$ cat src/rtl/instruction_fetch_unit.sv
// instruction_fetch_unit: three-state fetch FSM (IDLE/REQ/DONE) owning PC and IR,
// with a bounded memory wait and a sticky FAULT for timeouts and phase-protocol errors.
module instruction_fetch_unit #(
    parameter logic [15:0] RESET_VECTOR = 16'h0000,
    parameter int          TIMEOUT      = 8
) (
    input  logic        CLK,
    input  logic        RESET,
    input  logic        FETCH,
    input  logic        DECODE,
    input  logic        EXECUTE,
    input  logic        COMMIT,
    input  logic        MEM_RDY,
    input  logic [15:0] MEM_DIN,
    input  logic        PC_LOAD,
    input  logic [15:0] PC_NEXT,
    output logic [15:0] MEM_ADDR,
    output logic        MEM_RD,
    output logic [15:0] IR,
    output logic [15:0] PC,
    output logic        STALL,
    output logic        FAULT
);
    localparam int CW = $clog2(TIMEOUT + 1);
    typedef enum logic [1:0] {IDLE, REQ, DONE} state_t;
    state_t        state;
    logic [CW-1:0] wait_cnt;
    logic          proto_err;
    assign proto_err = ($countones({FETCH, DECODE, EXECUTE, COMMIT}) > 1)
                     | (FETCH && state != IDLE) | (COMMIT && state != DONE);
    assign STALL = state == REQ;
    // A protocol error freezes everything but FAULT; the offending strobes are dropped.
    always_ff @(posedge CLK) begin
        if (RESET) begin
            state    <= IDLE;
            PC       <= RESET_VECTOR;
            IR       <= 16'h0000;
            MEM_ADDR <= 16'h0000;
            MEM_RD   <= 1'b0;
            FAULT    <= 1'b0;
            wait_cnt <= '0;
        end else if (proto_err) begin
            FAULT <= 1'b1;
        end else begin
            case (state)
                IDLE: if (FETCH) begin
                    MEM_RD   <= 1'b1;
                    MEM_ADDR <= PC;
                    wait_cnt <= '0;
                    state    <= REQ;
                end
                REQ: if (MEM_RDY) begin
                    IR     <= MEM_DIN;
                    MEM_RD <= 1'b0;
                    state  <= DONE;
                end else if (wait_cnt == CW'(TIMEOUT - 1)) begin
                    IR     <= 16'h0000;
                    MEM_RD <= 1'b0;
                    FAULT  <= 1'b1;
                    state  <= DONE;
                end else begin
                    wait_cnt <= wait_cnt + 1'b1;
                end
                DONE: if (COMMIT) begin
                    PC    <= PC_LOAD ? PC_NEXT : PC + 16'd1;
                    state <= IDLE;
                end
                default: state <= IDLE;
            endcase
        end
    end
endmodule

$ cat config.mk
export PLATFORM = sky130hd
export DESIGN_NAME = instruction_fetch_unit
export DESIGN_NICKNAME = d
export VERILOG_FILES = /design/src/rtl/instruction_fetch_unit.sv
export SDC_FILE = /design/constraint.sdc
export NUM_CORES = 1
export LEC_CHECK = 0
export CAP_MARGIN = 5
export CORE_UTILIZATION = 42
export DETAILED_ROUTE_END_ITERATION = 8
export HOLD_SLACK_MARGIN = 0.02
export PLACE_DENSITY = 0.78
export SLEW_MARGIN = 5
export SYNTH_ARGS = -nofsm -noshare
export SYNTH_HDL_FRONTEND = slang
export SYNTH_SLANG_ARGS = --single-unit
$ cat constraint.sdc
create_clock -name CLK -period 2.27 [get_ports CLK]
set_input_delay 0.3405 -clock CLK [delete_from_list [all_inputs] [get_ports CLK]]
set_output_delay 0.3405 -clock CLK [all_outputs]
set_load 0.02 [all_outputs]
==> run metrics, run 1 <==
core area 6422 µm²; DP Area 3871 µm²; initial antenna violation count 0; DR vias/cell 5.639; final wirelength 7.295 mm; Power Density 449.0 nW/µm²; total global-route track usage 20.54%; root buffer cell clkbuf_8; Worst setup SP type input port; hold-fix buffers at CTS 0; Fmax achieved 449.2 MHz; Syn Nets 375; post-DP HPWL 5.165 mm; CP arrival 2470 ps; Post-CTS Setup Inserts 0; Cell Rows 29; Overflow after GRT 0; sequential share of the synthesized area 39.49%; Vert. Die Dim 84.22 µm; Slew Viols, Final 0; antenna viol nets, final 0; async set or reset register ratio after synthesis 0%; worst ir drop on vdd 0.2729 mV; Mapped Area 2839 µm²; Main synth FF type dfxtp_1; fin crit share 98.06%; compound-cell area share of the yosys netlist 18.60%; post-synthesis cell type count 53; vias after detailed routing 2814; Clock Skews 6.649 ps; final hold vios 0; Avg WL per Cell 14.62 µm; port bufs 90; Max H-tree Level 2; Starting Density 44.20%; Tmin final 2226 ps; Syn Inst Count 332; Post-Synth Simple-Gate Area 26.09%; area delta synth->final 40.86%; number of flops mapped to enable cells by yosys 0; DRC viols 16; initial drt markers 138; Die Wd 84.22 µm; status finished with violations; total CTS buffers 5; post-synthesis adder-cell area fraction 1.587%; MaxCap Viol Count 0; setup_tns 0 ps; final-report setup violation count 0; Yosys reg bits 56; syn_area_per_cell 8.551 µm²; worst skew pair latency 310 ps; CTS sink cnt 56; Hold Path Class reg2reg; final instance area 3999 µm²; first-pass GRT wire length 12.13 mm; Final nets 464; worst-margin pin slew 629.5 ps; first drt pass iteration count 6; Final GP Congestion 0.8315; Crit. End Element flop; ant diodes 0; clk slew on worst S/H paths 100 ps; leakage power 1.464 nW; Clock Path Buffers 2; Pwr Total 1.795 mW; Slew headroom 58.04%; failing checks design-rule violations; mux cell area share after synthesis 7.448%; pin count of the biggest net entering global routing 39; CP max FO 7; num ports 91; kind of critical path in2reg; xor/xnor share of the synthesized area 0.3085%; CTS tree built; layout cells sized above 1 9.716%; largest family of logic cells by synthesized area simple AND/OR/NAND/NOR gates; vias in the first global route 2569; Yosys Warn Count 0; worst path required time 2520 ps; die footprint 7092 µm²
==> through the flow <==
step           util (%)  hold WS (ps)  instances  worst slack (ps)
6_report          62.26         464.1        499             44.03
2_1_floorplan         -         453.0        332             28.68
5_1_grt           62.26         492.7        499           -0.6160
4_1_cts           61.91         472.9        499             24.51
3_3_place_gp      60.28         442.2        491            -310.4
3_5_place_dp      60.28         456.8        491            -330.6
==> flip-flops by register name, summed over array words and instances, names as in the netlist <==
name and count:
state 2, MEM_ADDR 16, wait_cnt 4, IR 16, FAULT 1, PC 16, MEM_RD 1
==> worst max-delay path, stage by stage <==
cell             delay, ps
clkdlybuf4s50_1        490
inv_1                   70
fa_1                   540
nand2b_4               130
buf_4                  130
nand3_4                110
or4_4                  500
a31oi_1                170
==> cell usage after synthesis, types with 2 or more instances <==
library cell / count / share of area (%)
nor2_1: 27 / 3.6
nand3_2: 2 / 0.71
o31ai_1: 7 / 1.9
nor3b_1: 2 / 0.53
nand3b_1: 2 / 0.53
mux2i_1: 20 / 7.1
nor2b_1: 2 / 0.44
clkbuf_1: 17 / 2.2
a22o_1: 2 / 0.62
o22ai_1: 2 / 0.44
a31o_2: 2 / 0.62
a41oi_1: 3 / 0.93
and2_1: 3 / 0.66
a311oi_1: 2 / 0.62
a211oi_1: 4 / 1.1
nor4b_1: 2 / 0.62
o21ai_0: 9 / 1.6
inv_1: 10 / 1.3
buf_2: 6 / 1.1
nand2_1: 15 / 2.0
dfxtp_1: 56 / 39
a21o_1: 2 / 0.53
ha_1: 2 / 0.88
or4_1: 8 / 2.1
a31oi_1: 4 / 0.88
nand3_1: 31 / 5.5
a32o_1: 3 / 1.1
buf_4: 5 / 1.3
nand2b_1: 18 / 4.0
nand4_1: 7 / 1.5
and4_1: 3 / 0.93
a21oi_1: 32 / 5.6
and3_1: 2 / 0.44
==> metal layers <==
metal  track usage [%]  wire length, µm  up-vias
li1                  -                -     1393
met1             27.94             3200     1304
met2             33.90             3474      115
met3             4.130              602        2
met4             4.232               17        0
met5                 0                0        -
==> kinds of logic after synthesis <==
group	count (synthesis)
buffers and inverters	40
DFF	56
muxes	21
xor gates and xnor gates	1
adders and majority gates	3
AOI/OAI and AO/OA	80
and+or+nand+nor	131
==> power breakdown <==
part | total (mW) | internal, mW | switching [mW]
Clock | 0.557 | 0.220 | 0.337
Sequential | 0.995 | 0.987 | 0.00768
Combinational | 0.244 | 0.130 | 0.114
==> final timing paths <==
check	from	end	slack, ps	cells past startpoint
setup / recovery	FETCH	PC[7]	40	8
hold / removal	MEM_RD	MEM_RD	460	2
setup reg to reg	PC[2]	PC[11]	480	4
hold reg to reg	MEM_RD	MEM_RD	460	2
==> cells in the final DEF (no fill, tap or decap), types with 3 or more instances in the layout <==
cell type / count
clkdlybuf4s50_1: 89
nand3_1: 31
or4_1: 6
nand4_1: 7
clkbuf_8: 5
a211oi_1: 4
o21ai_0: 9
buf_4: 17
and2_1: 3
nand2b_1: 17
and4_1: 3
o31ai_1: 7
a41oi_1: 3
a31oi_1: 4
nand2_1: 15
a32o_1: 3
a21oi_1: 32
nor2_1: 27
dfxtp_1: 56
mux2i_1: 20
inv_1: 10
==> final cells by class <==
type / count / area, µm²
fillers: 560 / 2424
inverters: 11 / 41.29
clock inverters: 3 / 21.27
well taps: 77 / 96.34
clock buffers: 5 / 68.82
repair buffers: 111 / 1086
multi-input cells: 236 / 1564
flip-flops and latches: 56 / 1121
==> timing repair <==
item / CTS / global route
pin swaps: 0 / 2
endpoints found under the setup margin: 3 / 6
gates resized for setup: 2 / 5
Note: power is estimated with default switching activity, not from simulation.
==> run 2: changes to the inputs <==
Settings changed: SETUP_SLACK_MARGIN set to 0.5.
==> run 2 against run 1 <==
  * The flow still finishes with violations (design-rule violations)
  * Utilization up 1.8 points
  * Sequential share of layout area down 0.51 points
  * Non-clock buffer count up 1
  * Combinational power up 5%
  * Clock-buffer cell count unchanged
  * Critical path type is now reg2reg
==> run metrics, run 2 (synthesized netlist as in run 1, its figures left out) <==
cell-internal power 1.347 mW (was 1.337 mW); clk slew on worst S/H paths 110 ps (was 100 ps); Slew headroom 67.15% (was 58.04%); CTS tree built (unchanged); layout cells sized above 1 16.00% (was 9.716%); antenna viol nets, final 0 (unchanged); worst ir drop on vdd 0.2612 mV (was 0.2729 mV); initial antenna violation count 0 (unchanged); Max H-tree Level 2 (unchanged); Slew Viols, Final 0 (unchanged); final instance area 4114 µm² (was 3999 µm²); Die Wd 84.22 µm (unchanged); CTS sink cnt 56 (unchanged); initial drt markers 159 (was 138); Largest regs IR: 16 flops, MEM_ADDR: 16 flops, PC: 16 flops (unchanged); most common cell after layout, fill and taps aside clkdlybuf4s50_1 (unchanged); DR vias/cell 5.767 (was 5.639); vias after detailed routing 2895 (was 2814); CP arrival 2060 ps (was 2470 ps); CP max FO 6 (was 7); worst path required time 2520 ps (about the same); area of the multi-input gates 1642 µm² (was 1564 µm²); Pwr Total 1.841 mW (was 1.795 mW); Final Util 64.06% (was 62.26%); Clock Skews 10.07 ps (was 6.649 ps); first drt pass iteration count 7 (was 6); vias in the first global route 2687 (was 2569); Starting Density 44.20% (unchanged); worst-margin pin slew 492.8 ps (was 629.5 ps); core area 6422 µm² (unchanged); MaxCap Viol Count 0 (unchanged); num ports 91 (unchanged); Avg WL per Cell 15.63 µm (was 14.62 µm); worst skew pair latency 320 ps (was 310 ps); leakage power 1.605 nW (was 1.464 nW); Hold Path Class in2reg (was reg2reg); status finished with violations (unchanged); ant diodes 0 (unchanged); root buffer cell clkbuf_8 (unchanged); final-report setup violation count 0 (unchanged); Vert. Die Dim 84.22 µm (unchanged); first-pass GRT wire length 12.74 mm (was 12.13 mm); Final nets 467 (was 464); die footprint 7092 µm² (unchanged); Worst setup SP type flop (was input port); Fmax achieved 553.1 MHz (was 449.2 MHz); Tmin final 1808 ps (was 2226 ps); fin crit share 79.65% (was 98.06%); kind of critical path reg2reg (was in2reg); Reg power frac 54.0% (was 55.4%); Crit. End Element flop (unchanged); clock share of power 32.1% (was 31.0%); Reg area 1132 µm² (was 1121 µm²); Clock Path Buffers 2 (unchanged); P_sw 494.3 µW (was 458.5 µW); final hold vios 0 (unchanged); most frequent cells in the layout clkdlybuf4s50_1 (74), dfxtp_1 (49), a21oi_1 (31), nor2_1 (27), nand3_1 (26) (was clkdlybuf4s50_1 (89), dfxtp_1 (56), a21oi_1 (32), nand3_1 (31), nor2_1 (27)); Power Density 447.5 nW/µm² (was 449.0 nW/µm²); final wirelength 7.848 mm (was 7.295 mm); total CTS buffers 5 (unchanged); Final GP Congestion 0.8365 (was 0.8315); post-DP HPWL 5.242 mm (was 5.165 mm); failing checks design-rule violations (unchanged); area delta synth->final 44.91% (was 40.86%); RSZ-0062 raised after global routing true; DRC viols 17 (was 16); total global-route track usage 21.87% (was 20.54%); port bufs 90 (unchanged); Comb pwr share 13.9% (was 13.6%); DP Area 3925 µm² (was 3871 µm²); Cell Rows 29 (unchanged); pin count of the biggest net entering global routing 39 (unchanged); Fill cells 536 (was 560); Overflow after GRT 0 (unchanged); switch share 26.85% (was 25.54%)
-- run 2: final timing paths --
check,from,endpoint,slack (ps),depth (start not counted)
hold / removal,COMMIT,state[0],460,5
setup / recovery,PC[0],PC[14],460,5
setup reg to reg,PC[0],PC[14],460,5
hold reg to reg,MEM_RD,MEM_RD,460,2
-- run 2: through the flow --
step                      hold WS (ps)  setup slack [ps]  instances  TNS, ps
final                            456.7             461.9        502        0
after global routing             461.6             420.6        502        0
after CTS                        438.9             499.0        501        0
after detailed placement         449.4            -169.0        489    -3424
after global placement           445.9            -164.3        489    -3010
after floorplan                  457.2             290.2        332        0
-- run 2: layer usage --
metal  vias to the layer above  part of all wire [%]  global-route usage [%]  routed length, µm
met4                         0                   1.1                   6.897                 86
met5                         -                     0                       0                  0
met3                        12                   8.2                   4.621                642
li1                       1401                     -                       -                  -
met2                       146                    47                   36.14               3700
met1                      1336                    44                   28.65               3419
-- run 2: repair_timing --
item / CTS / global route
hold buffers: 0 / 0
endpoints found under the setup margin: 68 / 14
resized for setup: 30 / 14
gates cloned: 2 / 0
pin swaps: 8 / 4
hold endpoints to repair: 0 / 0
setup buffers: 2 / 1
-- run 2: power groups by stage --
stage               Combinational, mW  Sequential [mW]  Clock (mW)
finish                          0.255            0.994       0.591
global route                    0.275            0.995       0.638
CTS                             0.248            0.995       0.593
detailed placement              0.241             1.02           0
global placement                0.240             1.02           0
floorplan                       0.131             1.02           0
-- run 2: critical path, cell delays in order (launching register included) --
cell     delay (ps)
dfxtp_1         400
ha_4            180
nand4_1         280
nor4_2          370
mux2_2          370
a31oi_1         150
-- run 2: layout make-up --
cell class              instances  area share [%]
multi-input cells             238           39.90
clock buffers                   5           1.673
clock inverters                 3          0.6691
flip-flops and latches         56           27.52
repair buffers                112           26.82
inverters                      11           1.064
well taps                      77           2.342
